==> src/rtl/fifo_frame_pkg.sv <==
// fifo_frame_pkg
// Shared definitions for the frame path between async_fifo and the
// read-side unpacker: frame width, header field positions, unpacker
// state encoding and the byte-count clamp helper.
package fifo_frame_pkg;

  // Frame width, shared with async_fifo.
  localparam int DW        = 140;

  // Header and payload field positions inside one frame.
  localparam int CHAN_MSB  = 139;
  localparam int CHAN_LSB  = 136;
  localparam int LEN_MSB   = 135;
  localparam int LEN_LSB   = 128;
  localparam int PAYLOAD_W = 128;
  localparam int MAX_BYTES = 16;

  typedef enum logic [1:0] {
    IDLE = 2'd0,
    REQ  = 2'd1,
    CAP  = 2'd2,
    SEND = 2'd3
  } unpack_state_t;

  // Byte counts above the payload capacity are clamped rather than dropped.
  function automatic logic [4:0] clamp_len(input logic [7:0] n);
    if (n > 8'(MAX_BYTES)) begin
      return 5'(MAX_BYTES);
    end else begin
      return n[4:0];
    end
  endfunction

endpackage

==> src/rtl/sat_counter.sv <==
// sat_counter
// Up-counter that sticks at all-ones instead of wrapping.
// Ports:
//   clk   - clock, rising edge
//   rst   - asynchronous active-high reset, clears the count
//   inc   - count one event this cycle
//   value - current count
module sat_counter #(
  parameter int W = 16
) (
  input  logic         clk,
  input  logic         rst,
  input  logic         inc,
  output logic [W-1:0] value
);

  logic [W-1:0] r_value;

  // Count register; holds once every bit is set.
  always_ff @(posedge clk or posedge rst) begin
    if (rst) begin
      r_value <= '0;
    end else if (inc && (r_value != '1)) begin
      r_value <= r_value + W'(1);
    end
  end

  assign value = r_value;

endmodule

==> src/rtl/fifo_frame_unpacker.sv <==
// fifo_frame_unpacker
// Pops 140-bit frames from the read port of async_fifo, decodes the header
// (channel, byte count) and streams the payload out one byte per beat on a
// valid/ready interface. Frames with a zero byte count are dropped; counts
// above 16 are clamped. Saturating counters report emitted/dropped frames.
// Ports:
//   clk_out        - read-domain clock
//   rst            - asynchronous active-high reset
//   fifo_empty     - FIFO empty flag (sampled only while idle)
//   fifo_r_enable  - one-cycle pop request
//   data_from_fifo - FIFO read data, valid the cycle after the pop
//   out_valid/out_ready/out_data/out_chan/out_last - byte stream
//   frame_cnt      - frames fully emitted
//   drop_cnt       - frames discarded
module fifo_frame_unpacker #(
  parameter int DW = fifo_frame_pkg::DW,
  parameter int CW = 16
) (
  input  logic          clk_out,
  input  logic          rst,
  input  logic          fifo_empty,
  output logic          fifo_r_enable,
  input  logic [DW-1:0] data_from_fifo,
  output logic          out_valid,
  input  logic          out_ready,
  output logic [7:0]    out_data,
  output logic [3:0]    out_chan,
  output logic          out_last,
  output logic [CW-1:0] frame_cnt,
  output logic [CW-1:0] drop_cnt
);

  import fifo_frame_pkg::*;

  unpack_state_t        r_state;
  unpack_state_t        w_next_state;
  logic [3:0]           r_chan;
  logic [4:0]           r_len;
  logic [PAYLOAD_W-1:0] r_payload;
  logic [3:0]           r_index;

  logic                 w_hs;
  logic                 w_last;
  logic                 w_frame_inc;
  logic                 w_drop_inc;
  logic [4:0]           w_cap_len;

  assign w_cap_len = clamp_len(data_from_fifo[LEN_MSB:LEN_LSB]);

  // Both flags are Moore outputs of the state, so valid never looks at ready
  // and a pop can only follow an idle cycle that saw the FIFO non-empty.
  assign fifo_r_enable = (r_state == REQ);
  assign out_valid     = (r_state == SEND);
  assign w_hs          = out_valid & out_ready;
  assign w_last        = ({1'b0, r_index} == (r_len - 5'd1));
  assign out_last      = out_valid & w_last;
  assign out_chan      = r_chan;
  // 16:1 byte select; index and payload only move on a handshake or capture,
  // so the byte stays put under backpressure.
  assign out_data      = r_payload[{r_index, 3'b000} +: 8];

  // Next-state decode and counter increment strobes.
  always_comb begin
    w_next_state = r_state;
    w_frame_inc  = 1'b0;
    w_drop_inc   = 1'b0;
    case (r_state)
      IDLE: begin
        if (!fifo_empty) begin
          w_next_state = REQ;
        end else begin
          w_next_state = IDLE;
        end
      end
      REQ: begin
        w_next_state = CAP;
      end
      CAP: begin
        if (w_cap_len == 5'd0) begin
          w_next_state = IDLE;
          w_drop_inc   = 1'b1;
        end else begin
          w_next_state = SEND;
        end
      end
      SEND: begin
        if (w_hs && w_last) begin
          w_next_state = IDLE;
          w_frame_inc  = 1'b1;
        end else begin
          w_next_state = SEND;
        end
      end
      default: begin
        w_next_state = IDLE;
      end
    endcase
  end

  // State register plus frame capture and byte index.
  always_ff @(posedge clk_out or posedge rst) begin
    if (rst) begin
      r_state   <= IDLE;
      r_chan    <= 4'd0;
      r_len     <= 5'd0;
      r_payload <= '0;
      r_index   <= 4'd0;
    end else begin
      r_state <= w_next_state;
      if (r_state == CAP) begin
        r_chan    <= data_from_fifo[CHAN_MSB:CHAN_LSB];
        r_len     <= w_cap_len;
        r_payload <= data_from_fifo[PAYLOAD_W-1:0];
        r_index   <= 4'd0;
      end else if (w_hs) begin
        // Wraps to 0 after byte 15; the FSM leaves SEND on that beat anyway.
        r_index <= r_index + 4'd1;
      end
    end
  end

  sat_counter #(.W(CW)) u_frame_cnt (
    .clk   (clk_out),
    .rst   (rst),
    .inc   (w_frame_inc),
    .value (frame_cnt)
  );

  sat_counter #(.W(CW)) u_drop_cnt (
    .clk   (clk_out),
    .rst   (rst),
    .inc   (w_drop_inc),
    .value (drop_cnt)
  );

endmodule

==> config.mk <==
export PLATFORM = sky130hd
export DESIGN_NAME = fifo_frame_unpacker
export DESIGN_NICKNAME = d
export VERILOG_FILES = /design/src/rtl/fifo_frame_pkg.sv /design/src/rtl/sat_counter.sv /design/src/rtl/fifo_frame_unpacker.sv
export SDC_FILE = /design/constraint.sdc
export NUM_CORES = 1
export LEC_CHECK = 0
export ABC_AREA = 1
export CORE_UTILIZATION = 41
export DETAILED_ROUTE_END_ITERATION = 10
export GPL_ROUTABILITY_DRIVEN = 1
export GPL_TIMING_DRIVEN = 0
export PLACE_DENSITY = 0.75
export SLEW_MARGIN = 20
export SYNTH_ARGS = -nofsm -noshare
export SYNTH_HDL_FRONTEND = slang
export SYNTH_HIERARCHICAL = 1
export SYNTH_SLANG_ARGS = --single-unit
==> constraint.sdc <==
create_clock -name clk_out -period 12.6 [get_ports clk_out]
set_clock_uncertainty 0.1 [all_clocks]
set_input_delay 3.78 -clock clk_out [delete_from_list [all_inputs] [get_ports clk_out]]
set_output_delay 3.78 -clock clk_out [all_outputs]
set_load 0.02 [all_outputs]
* After elaboration in Yosys (flattened, before gate mapping)
Index checks and enable logic that the tools add are counted.
Cells by class: add/sub/neg operators 4, $lt $le $gt $ge 1, equality and inequality tests 6, shift-type cells 1, muxes and demuxes 11, bitwise logic cells 2, reduce and logical (&&, ||, !) cells 6
Operator list (number):
- 128-bit by 8-bit indexed part select with 8-bit output | 1
- 16-bit by 1-bit adder with 16-bit output, second input constant | 2
- 16-bit inequality test, second input constant | 2
- 8-bit by 5-bit greater-than comparator with 1-bit output, second input constant | 1
- 4-bit 2-to-1 mux | 2
- 2-bit one-hot mux with 4 select lines | 1
- 4-bit by 5-bit equality test with 1-bit output | 1
- 5-bit zero test | 1
- 1-bit 2-to-1 mux | 5
- 5-bit 2-to-1 mux | 1
- 5-bit by 1-bit subtractor with 5-bit output, second input constant | 1
- 4-bit by 1-bit adder with 4-bit output, second input constant | 1
- 2-bit equality test, second input constant | 2
- 2-bit 2-to-1 mux | 2
- 1-bit logical AND | 3
- 1-bit bitwise AND | 2
- 2-bit by 1-bit equality test with 1-bit output, second input constant | 1
- 2-bit zero test | 1
- 2-bit nonzero test | 1
Word-level totals: flip-flop bits (word level) 175, input port bits 144, output and inout bits 47, word-level logic and storage cells 38

* Logic depth before layout (Yosys ltp)
Gate-level depths: netlist of the first run.
depth in word-level cells 6, gate-level depth with buffers 18, mapped depth without buffers 18

* By module
The synthesis of the first run kept the hierarchy.
Modules (own cells, without submodules):
- fifo_frame_unpacker | instances 1, cells an instance 893, area each 6795.3 sq um, seq. area each 3578.4 sq um
- sat_counter | instances 2, cells an instance 150, area each 1069.8 sq um, seq. area each 400.4 sq um

* Worst setup path before layout of the first run
OpenSTA, ideal clock, no wires.
kind flip-flop to output port, from register r_len[0], to output out_last, arrival time 1649 ps, data required time 8720 ps, path slack 7071 ps, stages on the path, launching flop included 8, buffers on the path 0, path through dfrtp_1 -> inv_1 -> ha_1 -> inv_1 -> nand2_1 -> nand2_1 -> nand3_1 -> nor4_1
Between the ends: cells in the longest elaborated chain, start to end 3
Ends and longest elaborated chain:
- start: declaration | line fifo_frame_unpacker.sv:38 | logic [4:0] r_len;
- start signal: assignment | line fifo_frame_unpacker.sv:112 | r_len <= w_cap_len;
- 5-bit by 1-bit subtractor with 5-bit output | line fifo_frame_unpacker.sv:55 | assign w_last = ({1'b0, r_index} == (r_len - 5'd1));
- 4-bit by 5-bit equality test with 1-bit output | line fifo_frame_unpacker.sv:55
- 1-bit bitwise AND | line fifo_frame_unpacker.sv:56 | assign out_last = out_valid & w_last;
- end: declaration | line fifo_frame_unpacker.sv:28 | output logic out_last,
No other way between the ends.

* Worst setup path after layout of the first run
from register r_index[0], to output out_data[0]
Between the ends: cells in the longest elaborated chain, start to end 1
Ends and longest elaborated chain:
- start: declaration | line fifo_frame_unpacker.sv:40 | logic [3:0] r_index;
- start signal: assignment | line fifo_frame_unpacker.sv:117 | r_index <= r_index + 4'd1;
- 128-bit by 8-bit indexed part select with 8-bit output | line fifo_frame_unpacker.sv:60 | assign out_data = r_payload[{r_index, 3'b000} +: 8];
- end: declaration | line fifo_frame_unpacker.sv:26 | output logic [7:0] out_data,
No other way between the ends.

==> flow_metrics.env, run 1 <==
export IMPL_antenna_cells=0
export IMPL_cts_num_sinks=175
export IMPL_ant_nets=0
export IMPL_hold_path_class="register to register"
export IMPL_io_pins=191
export IMPL_seq_area_frac_synth_pct=49.0
export IMPL_drv_slew=0
export IMPL_cts_resized=0
export IMPL_place_gp_congestion=0.868
export IMPL_syn_inst=1193
export IMPL_fillers=1979
export IMPL_grt_overflow=0
export IMPL_clk_latency_ns=0.43
export IMPL_wirelength_um=26400
export IMPL_cts_buffer_depth=2
export IMPL_dp_slack_ns=6.57
export IMPL_cts_setup_buffers=0
export IMPL_p_leak_nw=5.73
export IMPL_crit_buf_inv=4
export IMPL_first_iter_violations=718
export IMPL_fp_coreArea_mm2=0.0212
export IMPL_cap_violations=0
export IMPL_final_cells=1691
export IMPL_yosysMostFrequentCell="nand2_1"
export IMPL_grt_max_degree=110
export IMPL_start_kind="register"
export IMPL_drc=0
export IMPL_synth_ff_type="dfrtp_1"
export IMPL_synth_edf_count=0
export IMPL_setup_violations=0
export IMPL_antenna_found_initial=0
export IMPL_final_util_pct=55.7
export IMPL_synthArstFlopShare_pct=100
export IMPL_crit_path_max_fanout=10
export IMPL_post_dp_cell_area_mm2=0.0112
export IMPL_yosysTopAreaCell="dfrtp_1"
export IMPL_dp_cells=1659
export IMPL_num_rows=53
export IMPL_finalHoldViolCount=0
export IMPL_grt_pass1_vias=8084
export IMPL_required_ns=8.72
export IMPL_timing_setup_tns_ns=0
export IMPL_critical_path_class="register to output port"
export IMPL_die_area_mm2=0.0224
export IMPL_nets=1551
export IMPL_dp_hpwl_um=19900
export IMPL_final_area_mm2=0.0118
export IMPL_worst_endpoint_arrival_ns=2.62
export IMPL_drt_pre_antenna_iters=6
export IMPL_cts_buffers_inserted=17
export IMPL_path_clk_slew_ns=0.07
export IMPL_area_growth_pct=32.2
export IMPL_cts_root_buf="clkbuf_16"
export IMPL_cp_end_kind="output port"
export IMPL_rsz0062_at_grt="false"
export IMPL_htreeDepth=4
export IMPL_multi_input_area_mm2=0.00391
export IMPL_relSlewSlack_pct=54.5
export IMPL_path_cells="buf_6 > inv_4 > buf_2 > nor2_1 > o211ai_1 > nand4_1 > nand2_1 > clkdlybuf4s50_1"
export IMPL_port_buffers=190
export IMPL_track_usage_pct=24.1
export IMPL_drive_above_1_share_pct=9.39
export IMPL_power_total_mw=2.47
export IMPL_crit_family="buffers and inverters"
export IMPL_die_w_um=150
export IMPL_setup_slack_ns=6.10
export IMPL_grt_first_pass_wirelength_um=41100
export IMPL_max_freq_ghz=0.154
export IMPL_regArea_mm2=0.00438
export IMPL_synth_distinct_cells=31
export IMPL_start_util_pct=42.1
export IMPL_powerDensity_mw_per_mm2=209
export IMPL_ir_drop_v=0.000126
export IMPL_via_per_inst=5.03
export IMPL_synth_seq_cells=175
export IMPL_hold_ws_ns=0.370
export IMPL_final_min_clock_period_ns=6.50
export IMPL_hold_buffers=0
export IMPL_synth_top_cell_area_share_pct=49.0
export IMPL_synth_cell_area_mm2=0.00893
export IMPL_synth_warning_count=6
export IMPL_wl_per_cell_um=15.6
export IMPL_netlist_top_cells_count="nand2_1, dfrtp_1, inv_1"
export IMPL_syn_avg_cell_area_um2=7.49
export IMPL_cts_tree="built"
export IMPL_tightestPinTransition_ns=0.682
export IMPL_die_h_um=150
export IMPL_cpMaxStageDelayCell="clkdlybuf4s50_1"
export IMPL_synthTopCellsByArea="dfrtp_1, nand2_1, o21ai_0"
export IMPL_synth_nets=1341
export IMPL_outcome="finished clean"
export IMPL_period_share_pct=51.6
export IMPL_max_stage_delay_ns=0.61
export IMPL_num_vias=8508
worst reg2reg max path: stages, from the launching register on:
cell,delay (ns)
dfrtp_1,0.45
nor2_4,0.17
inv_2,0.15
buf_4,0.22
nor3_1,0.40
inv_1,0.20
nor2_1,0.14
nand2_1,0.06
nor2_1,0.14
nand3_1,0.09
nand2_1,0.08
inv_1,0.04
per-layer routing:
layer | track usage (%) | up-vias | share of wire [%]
li1 | - | 4173 | -
met1 | 32.5 | 3933 | 43
met2 | 37.8 | 348 | 46
met3 | 4.88 | 54 | 8.0
met4 | 9.85 | 0 | 2.9
met5 | 0 | - | 0
cell type report:
type | count | share of cell area (%)
timing repair buffer | 191 | 16.3
multi-input combinational | 880 | 33.1
clock inverter | 13 | 1.22
clock buffer | 19 | 3.83
inverter | 83 | 2.72
buffer | 55 | 2.80
tap | 275 | 2.91
sequential | 175 | 37.1
cells in the final DEF (no fill, tap or decap), types with 12 or more instances in the layout:
cell type | synthesis | layout
a21oi_1 | 31 | 31
buf_2 | 33 | 33
clkbuf_16 | 0 | 17
clkdlybuf4s50_1 | 0 | 190
dfrtp_1 | 175 | 175
inv_1 | 76 | 75
nand2_1 | 568 | 568
nand2_2 | 13 | 13
nand3_1 | 55 | 55
nand4_1 | 20 | 20
nor2_1 | 46 | 46
o21ai_0 | 72 | 72
o21ai_2 | 12 | 12
where the power goes:
part	internal (mW)	leakage, nW	switching [mW]
combinational	0.367	3.29	0.652
sequential	0.789	2.14	0.125
clock	0.291	0.296	0.242
total	1.45	5.73	1.02
flip-flops by register name (all words and copies together) (netlist names):
register / flops
r_payload: 128
u_drop_cnt/value: 16
u_frame_cnt/value: 16
r_len: 5
out_chan: 4
r_index: 4
r_state: 2
kinds of logic after synthesis:
group                      Yosys count  share of synthesized area, %
AOI/OAI and AO/OA                  139                          8.63
xor gates and xnor gates             9                         0.882
buffers and inverters              138                          7.21
adders and majority gates            4                         0.560
DFF                                175                          49.0
and+or+nand+nor                    728                          33.7
path summary, 6_finish.rpt:
kind                                    from              endpoint  slack, ns  cells after the start
worst max-delay path              r_index[0]           out_data[0]       6.10                      8
worst min-delay path            r_payload[4]          r_payload[4]       0.37                      2
worst max register to register    r_state[0]  u_drop_cnt/value[13]      10.27                     11
max in group asynchronous                rst         r_payload[16]       7.90                      3
min in group asynchronous                rst         r_payload[71]       3.70                      2
worst min register to register  r_payload[4]          r_payload[4]       0.37                      2
No activity file was read; power rests on OpenSTA's default activity.
==> inputs of run 2 (changes only) <==
--- a/config.mk
+++ b/config.mk
@@ -10,7 +10,7 @@
 export DETAILED_ROUTE_END_ITERATION = 10
 export GPL_ROUTABILITY_DRIVEN = 1
 export GPL_TIMING_DRIVEN = 0
-export PLACE_DENSITY = 0.75
+export PLACE_DENSITY = 0.77
 export SLEW_MARGIN = 20
 export SYNTH_ARGS = -nofsm -noshare
 export SYNTH_HDL_FRONTEND = slang
==> constraint.sdc (replaced) <==
create_clock -name clk_out -period 5.82 [get_ports clk_out]
set_clock_uncertainty 0.1 [all_clocks]
set_input_delay 1.746 -clock clk_out [delete_from_list [all_inputs] [get_ports clk_out]]
set_output_delay 1.746 -clock clk_out [all_outputs]
set_load 0.02 [all_outputs]
==> run 2 against run 1 <==
  * Cell count barely moved
  * Routed wire length fell by 0.42%
  * Hold slack barely moved
  * Sequential power rose by 120%
  * Sequential share of layout area rose by 0.059 points
  * Combinational power rose by 120%
  * Non-clock buffer count did not move
  * First-iteration DRC count rose by 12%
  * Critical path type unchanged
  * Largest cell class unchanged
==> flow_metrics.env, run 2 (synthesized netlist as in run 1, its figures left out) <==
export IMPL_via_per_inst=5.06
export IMPL_required_ns=3.97
export IMPL_ant_nets=0
export IMPL_cts_resized=0
export IMPL_fillers=1991
export IMPL_wl_per_cell_um=15.5
export IMPL_fp_coreArea_mm2=0.0212
export IMPL_grt_first_pass_wirelength_um=41100
export IMPL_cts_setup_buffers=0
export IMPL_die_h_um=150
export IMPL_port_buffers=190
export IMPL_track_usage_pct=24.1
export IMPL_first_iter_violations=803
export IMPL_cts_buffer_depth=2
export IMPL_nets=1551
export IMPL_crit_start="r_index[0]"
export IMPL_drive_above_1_share_pct=9.25
export IMPL_largest_reg_flops=128
export IMPL_p_leak_nw=5.71
export IMPL_reg2regPathDepth=11
export IMPL_relSlewSlack_pct=54.6
export IMPL_die_area_mm2=0.0224
export IMPL_cts_num_sinks=175
export IMPL_start_util_pct=42.1
export IMPL_grt_overflow=0
export IMPL_hold_path_depth=2
export IMPL_reg2reg_from="r_state[0]"
export IMPL_regMostFlops="r_payload"
export IMPL_dp_cells=1659
export IMPL_outcome="finished clean"
export IMPL_tightestPinTransition_ns=0.680
export IMPL_area_growth_pct=32.0
export IMPL_post_dp_cell_area_mm2=0.0112
export IMPL_clk_latency_ns=0.42
export IMPL_r2r_end="u_drop_cnt/value[13]"
export IMPL_worst_endpoint_arrival_ns=2.57
export IMPL_hold_buffers=0
export IMPL_htreeDepth=4
export IMPL_dp_hpwl_um=19800
export IMPL_hold_ws_ns=0.369
export IMPL_whs_endpoint="r_payload[4]"
export IMPL_setup_violations=0
export IMPL_layout_commonest_cell="nand2_1"
export IMPL_num_vias=8554
export IMPL_grt_max_degree=75
export IMPL_drc=0
export IMPL_final_min_clock_period_ns=4.42
export IMPL_final_area_mm2=0.0118
export IMPL_cts_buffers_inserted=17
export IMPL_final_cells=1692
export IMPL_rrSetupSlack_ns=3.44
export IMPL_io_pins=191
export IMPL_ir_drop_v=0.000271
export IMPL_setup_slack_ns=1.40
export IMPL_drv_slew=0
export IMPL_period_share_pct=75.9
export IMPL_wirelength_um=26300
export IMPL_cp_end_kind="output port"
export IMPL_max_freq_ghz=0.226
export IMPL_drt_pre_antenna_iters=5
export IMPL_final_util_pct=55.6
export IMPL_power_total_mw=5.32
export IMPL_grt_pass1_vias=7993
export IMPL_crit_path_max_fanout=10
export IMPL_start_kind="register"
export IMPL_die_w_um=150
export IMPL_finalHoldViolCount=0
export IMPL_cts_root_buf="clkbuf_16"
export IMPL_layout_common_cells="nand2_1, clkdlybuf4s50_1, dfrtp_1"
export IMPL_powerDensity_mw_per_mm2=451
export IMPL_dp_slack_ns=1.82
export IMPL_hp_start="r_payload[4]"
export IMPL_hold_path_class="register to register"
export IMPL_antenna_found_initial=2
export IMPL_cts_tree="built"
export IMPL_critical_path_class="register to output port"
export IMPL_path_clk_slew_ns=0.07
export IMPL_num_rows=53
export IMPL_place_gp_congestion=0.912
export IMPL_rsz0062_at_grt="false"
export IMPL_timing_setup_tns_ns=0
export IMPL_cap_violations=0
[run 2: metal layers]
layer / wire length (um) / global-route usage, % / vias to the layer above
li1: - / - / 4177
met3: 1920 / 3.69 / 43
met4: 750 / 9.13 / 0
met2: 12200 / 38.1 / 355
met1: 11400 / 33.4 / 3979
met5: 0 / 0 / -
[run 2: worst max path at each step]
stage | to | slack (ns) | cells after the start
3_3_place_gp | r_payload[33] | -1.84 | 2
5_1_grt | out_last | 1.30 | 8
3_5_place_dp | u_drop_cnt/value[13] | 1.82 | 12
4_1_cts | out_last | 1.39 | 8
2_1_floorplan | out_chan[0] | 0.14 | 1
6_report | out_data[3] | 1.40 | 8
[run 2: report_power, final]
part	total, mW	leakage, nW	switching [mW]	internal [mW]
Sequential	1.98	2.14	0.272	1.71
Combinational	2.21	3.29	1.41	0.795
Clock	1.14	0.280	0.527	0.608
Total	5.32	5.71	2.21	3.11
[run 2: layout make-up]
type | count | area, um^2 | area share (%)
Timing Repair Buffer | 191 | 1930 | 16.4
Inverter | 83 | 322 | 2.73
Clock inverter | 13 | 143 | 1.21
Sequential cell | 175 | 4380 | 37.1
Antenna cell | 1 | 2.50 | 0.0212
Clock buffer | 19 | 433 | 3.67
Multi-Input combinational cell | 880 | 3910 | 33.2
Buffer | 55 | 330 | 2.80
Tap cell | 275 | 344 | 2.92
[run 2: critical path: stages, from the launching register on]
cell,delay (ns)
dfrtp_1,0.40
buf_6,0.15
inv_4,0.11
buf_2,0.27
nor2_1,0.08
o211ai_1,0.24
nand4_1,0.16
nand2_1,0.12
clkdlybuf4s50_1,0.61
==> edit 1, RTL diff (settings of run 1) <==
Put a register stage on the output `frame_cnt`. The value now appears one clock later. The other outputs are not delayed to match.
--- a/src/rtl/fifo_frame_unpacker.sv
+++ b/src/rtl/fifo_frame_unpacker.sv
@@ -31,6 +31,8 @@
 );
 
   import fifo_frame_pkg::*;
+
+  logic [CW-1:0] frame_cnt_d;
 
   unpack_state_t        r_state;
   unpack_state_t        w_next_state;
@@ -123,7 +125,7 @@
     .clk   (clk_out),
     .rst   (rst),
     .inc   (w_frame_inc),
-    .value (frame_cnt)
+    .value (frame_cnt_d)
   );
 
   sat_counter #(.W(CW)) u_drop_cnt (
@@ -133,5 +135,9 @@
     .value (drop_cnt)
   );
 
+  always_ff @(posedge clk_out) begin
+    frame_cnt <= frame_cnt_d;
+  end
+
 endmodule
 
Check against the original RTL: not equivalent (a bounded check fails within 10 cycles, from zero or initial values and one cycle with rst high).
==> edit 1 against run 1 <==
  * The flow now finishes with violations (DRC)
  * Worst hold slack worse by 0.031 ns
  * Sequential cell count is 16 higher
  * Routed wire length is 3.9% higher
  * Total power is 3.6% higher
  * Synthesized area is 3.8% higher
  * Die area is 3.8% higher
  * Setup slack worse by 0.096 ns
  * Count of clock-buffer cells in the layout is 1 lower
  * Global-route usage is 0.34 points higher
  * Design area is 3.0% higher
  * Clock power is 3% higher
  * Largest power group unchanged
==> edit 1: results (changes against run 1) <==
Synthesis:
- The number of standard cells after synthesis came to 1209 (+1.3%).
- The post-synthesis sequential area ratio is 50.7% (+1.6 points).
- The number of distinct library cell variants in the gate-level netlist after synthesis was 32 (+3.2%).
- By count the netlist is led by sky130_fd_sc_hd__nand2_1 (559), sky130_fd_sc_hd__dfrtp_1 (175), sky130_fd_sc_hd__inv_1 (80), sky130_fd_sc_hd__o21ai_0 (72), sky130_fd_sc_hd__nand3_1 (52).
- Ranked by total cell area, the synthesized netlist is headed by sky130_fd_sc_hd__dfrtp_1 (47%), sky130_fd_sc_hd__nand2_1 (23%), sky130_fd_sc_hd__o21ai_0 (3.9%).
- The async set-or-reset flop fraction in the synthesized netlist is 91.6% (-8.4 points).
- The top-area cell type share of the netlist area came to 47.2% (-1.8 points).

Setup path:
- The data arrival time at the worst-slack endpoint is 2.72 ns (+0.10 ns).
- The internal reg-to-reg setup slack is 10.25 ns (-0.02 ns).

Final layout:
- The number of signal-net buffers in the layout was 245 (-0.41%).
- The share of final layout cell area taken by non-clock buffers is 18.7% (-0.45 points).
- The count of filler cells inserted in the layout is 2047 (+3.4%).
- The cell area after layout is 12200 µm² (+3.0%).
- The multi-input logic portion of the cell area came to 32.1% (-0.99 points).
- The filler-free cell count of the finished design is 1713 (+1.3%).
- The multi-input combinational gate total came to 877 (-0.34%).
- The number of flip-flops and latches came to 191 (+9.1%).
- The count of antenna diodes in the layout came to 1 (+1).
- The count of inverters not on the clock network in the layout is 87 (+4.8%).
- The clock buffer and inverter area fraction after layout is 4.92% (-0.14 points).
- The number of clock-tree buffers in the layout came to 18 (-1).

Route:
- The average detailed-routed wire length per instance is 16.0 µm (+2.6%).
- The number of design rule violations left after detail routing is 5 (+5).
- The via count is 8642 (+1.6%).
- The number of detailed-routing iterations run before antenna repair is 11 (+5).
- The starting DRC count in detailed routing is 647 (-9.9%).

Outcome:
- The run finished, with violations left.
- The checks that failed: DRC.

Placement:
- The detailed placer's ending HPWL is 20500 µm (+3.2%).
- The final RePlAce weighted congestion is 0.918 (+5.8%).
- The cell area after placement is 11600 µm² (+3.1%).

Hold path:
- The worst hold path begins at u_frame_cnt/value[4]$_DFFE_PP0P_.
- The worst hold path stage count is 0 (-2).

Power and ir drop:
- The worst-case vdd ir drop is 100 µV (-21%).
- The leakage power of the design is 0.00584 µW (+1.9%).

GRT:
- The largest net degree at the start of global routing is 106 (-3.6%).

Timing:
- The worst slack on hold paths was 0.339 ns (-0.0309 ns).
-- edit 1: layer usage --
layer / vias to the layer above / wire (µm) / global-route usage (%)
met5: - / 12 / 0
met4: 2 / 797 / 9.19
met3: 62 / 1860 / 5.23
met2: 302 / 12800 / 39.9
met1: 4051 / 11900 / 32.1
li1: 4225 / - / -
-- edit 1: cells by family (layout without fill, tap and decap cells) --
| family | Yosys count | in the layout | share of synthesized area (%) |
|---|---|---|---|
| simple gates | 719 | 719 | 32.1 |
| xor+xnor | 9 | 9 | 0.850 |
| buf+inv | 141 | 364 | 7.22 |
| fa+ha+maj | 4 | 4 | 0.540 |
| flops | 191 | 191 | 50.7 |
| compound gates | 145 | 145 | 8.63 |
| other cells | 0 | 1 | 0 |
-- edit 1: where the power goes --
| part | internal [µW] | switching (µW) | leakage, µW |
|---|---|---|---|
| Combinational | 372 | 665 | 0.00328 |
| Clock | 285 | 265 | 0.000290 |
| Sequential | 841 | 128 | 0.00227 |
-- edit 1: stage by stage --
stage	worst slack [ns]	power (µW)	util, %
6_report	6.00	2560	55.2
5_1_grt	5.91	2720	55.2
4_1_cts	6.08	2550	55.2
3_5_place_dp	6.55	1990	52.5
3_3_place_gp	2.84	1960	52.3
2_1_floorplan	4.88	1590	-
-- edit 1: worst max-delay path by stage --
stage / end / slack [ns] / depth (start not counted)
4_1_cts: out_data[6] / 6.08 / 7
3_5_place_dp: out_data[6] / 6.55 / 7
6_report: out_data[2] / 6.00 / 8
5_1_grt: out_data[6] / 5.91 / 7
3_3_place_gp: r_payload[37]$_DFFE_PP0P_ / 2.84 / 2
2_1_floorplan: out_chan[0]$_DFFE_PP0P_ / 4.88 / 1
==> edit 2, RTL diff (flow settings as in run 1) <==
Made on the original files. The package constant `PAYLOAD_W` goes from 128 to 64.
--- a/src/rtl/fifo_frame_pkg.sv
+++ b/src/rtl/fifo_frame_pkg.sv
@@ -12,7 +12,7 @@
   localparam int CHAN_LSB  = 136;
   localparam int LEN_MSB   = 135;
   localparam int LEN_LSB   = 128;
-  localparam int PAYLOAD_W = 128;
+  localparam int PAYLOAD_W = 64;
   localparam int MAX_BYTES = 16;
 
   typedef enum logic [1:0] {
Formal check against the unedited RTL: no difference found for any inputs over 10 cycles, from zero or initial values and one cycle with rst high; that may be too few to reach the edited logic, so the function may still have changed.
==> edit 2 against run 1 <==
  * Sequential cell count shrank 64
  * Clock power shrank 47%
  * Critical path depth is the same
  * Core utilization shrank 0.19 points
  * Setup slack gained 0.19 ns
  * Synthesized area shrank 33%
  * Routed wire length shrank 41%
  * Total power shrank 38%
  * Design area shrank 34%
  * Largest cell class is now multi-input combinational cells
==> edit 2: results (changes against run 1) <==
Outcome:
- The flow ran to the end, and the final reports show no timing, DRC or antenna violations.

Route:
- The average detailed-routed wire length per instance is 13.6 µm (-13%).
- The via count was 5673 (-33%).
- The number of detailed-routing iterations run before antenna repair is 7 (+1).
- The starting DRC count in detailed routing is 315 (-56%).
- The number of vias per cell after detailed routing was 4.99 (-0.75%).

Setup path:
- The data arrival time at the worst-slack endpoint was 2.43 ns (-0.19 ns).
- The worst reg-to-reg path cell count is 17 (+6).
- The highest cell delay on the worst timing path was 0.64 ns (+0.03 ns).

GRT:
- The largest net degree at the start of global routing is 48 (-56%).
- The overall routing resource usage is 21.8% (-2.3 points).
- The first-pass GRT wire length is 25400 µm (-38%).

Synthesis:
- The post-synthesis adder-cell area fraction is 0.833% (+0.27 points).
- The compound-cell area share of the yosys netlist is 9.76% (+1.1 points).
- The number of distinct library cell variants in the gate-level netlist after synthesis is 33 (+6.5%).
- In the post-synthesis netlist, the biggest area contributors are sky130_fd_sc_hd__dfrtp_1 (46%), sky130_fd_sc_hd__nand2_1 (22%), sky130_fd_sc_hd__o21ai_0 (4.3%).
- The post-synthesis sequential area ratio is 46.2% (-2.8 points).
- The parity-gate share of the synthesized area counting xor and xnor cells is 1.17% (+0.28 points).
- The top-area cell type share of the netlist area was 46.2% (-2.8 points).
- The count of synthesis-stage warnings from yosys is 6 (unchanged).
- In the synthesized netlist, the cells that appear most often are sky130_fd_sc_hd__nand2_1 (353), sky130_fd_sc_hd__dfrtp_1 (111), sky130_fd_sc_hd__nor2_1 (61), sky130_fd_sc_hd__inv_1 (56), sky130_fd_sc_hd__o21ai_0 (52).
- The async set-or-reset flop fraction in the synthesized netlist is 100% (unchanged).
- The number of standard cells after synthesis is 813 (-32%).
- The post-synthesis net count is 961 (-28%).

CTS:
- The clock network latency to the later pin of the worst-skew pair was 0.36 ns (-0.07 ns).
- The maximum level of the CTS H-tree is 3 (-1).
- The number of buffers added by the clock tree synthesis step is 9 (-8).

Power and ir drop:
- The worst-case vdd ir drop came to 121 µV (-3.7%).
- The leakage power of the design is 0.00373 µW (-35%).

Placement:
- The final RePlAce weighted congestion is 0.886 (+2.1%).
- The detailed placer's ending HPWL was 11700 µm (-41%).
- The worst slack at placement is 6.65 ns (+0.0782 ns).
- The number of port buffers is 126 (-34%).
- The cell area after placement is 7530 µm² (-33%).

Final layout:
- The ratio of cells with drive above 1 in the final layout is 10.1% (+0.75 points).
- The number of flip-flops in the largest register is 64 (-50%).
- The final net count is 1099 (-29%).
- The count of filler cells inserted in the layout is 1371 (-31%).

Timing:
- The actual slew at the worst max-slew pin came to 0.658 ns (-0.0242 ns).

Hold path:
- The worst hold path stage count is 2 (unchanged).
edit 2: final timing paths:
kind	from	slack [ns]	end
min reg2reg	r_payload[46]$_DFFE_PP0P_	0.37	r_payload[46]$_DFFE_PP0P_
max	r_index[0]$_DFFE_PP0P_	6.29	out_data[1]
min in group asynchronous	rst	3.74	r_len[2]$_DFFE_PP0P_
max reg2reg	r_len[0]$_DFFE_PP0P_	10.37	u_frame_cnt/value[13]$_DFFE_PP0P_
max in group asynchronous	rst	8.09	r_payload[55]$_DFFE_PP0P_
min	r_payload[46]$_DFFE_PP0P_	0.37	r_payload[46]$_DFFE_PP0P_
edit 2: stage by stage:
step | hold slack [ns] | total power [µW]
floorplan | 0.337 | 989
global placement | 0.347 | 1230
detailed placement | 0.353 | 1250
CTS | 0.371 | 1530
global route | 0.379 | 1640
finish | 0.370 | 1520
edit 2: routing by layer:
layer	track usage, %	vias to the layer above	share of wire, %
li1	-	2839	-
met1	29.1	2650	46
met2	35.4	167	47
met3	5.81	17	5.8
met4	5.12	0	1.4
met5	0	-	0
edit 2: final cells by class:
type / instances / area (µm²) / area share (%)
Buffer: 29 / 190 / 2.43
Clock buffer: 11 / 253 / 3.23
Clock inverter: 5 / 41.3 / 0.528
Inverter: 62 / 236 / 3.02
Multi-Input combinational cell: 611 / 2810 / 35.9
Sequential cell: 111 / 2780 / 35.5
Tap cell: 180 / 225 / 2.88
Timing Repair Buffer: 127 / 1290 / 16.5
edit 2: worst max-delay path, delay by kind of cell (launching register included):
family / cells / cell delay, ns
compound gates: 2 / 0.44
simple gates: 2 / 0.14
buf+inv: 4 / 1.11
flops: 1 / 0.39
edit 2: power by group:
group | switching (µW) | internal, µW
clock network | 135 | 147
logic | 410 | 266
registers | 78.4 | 486
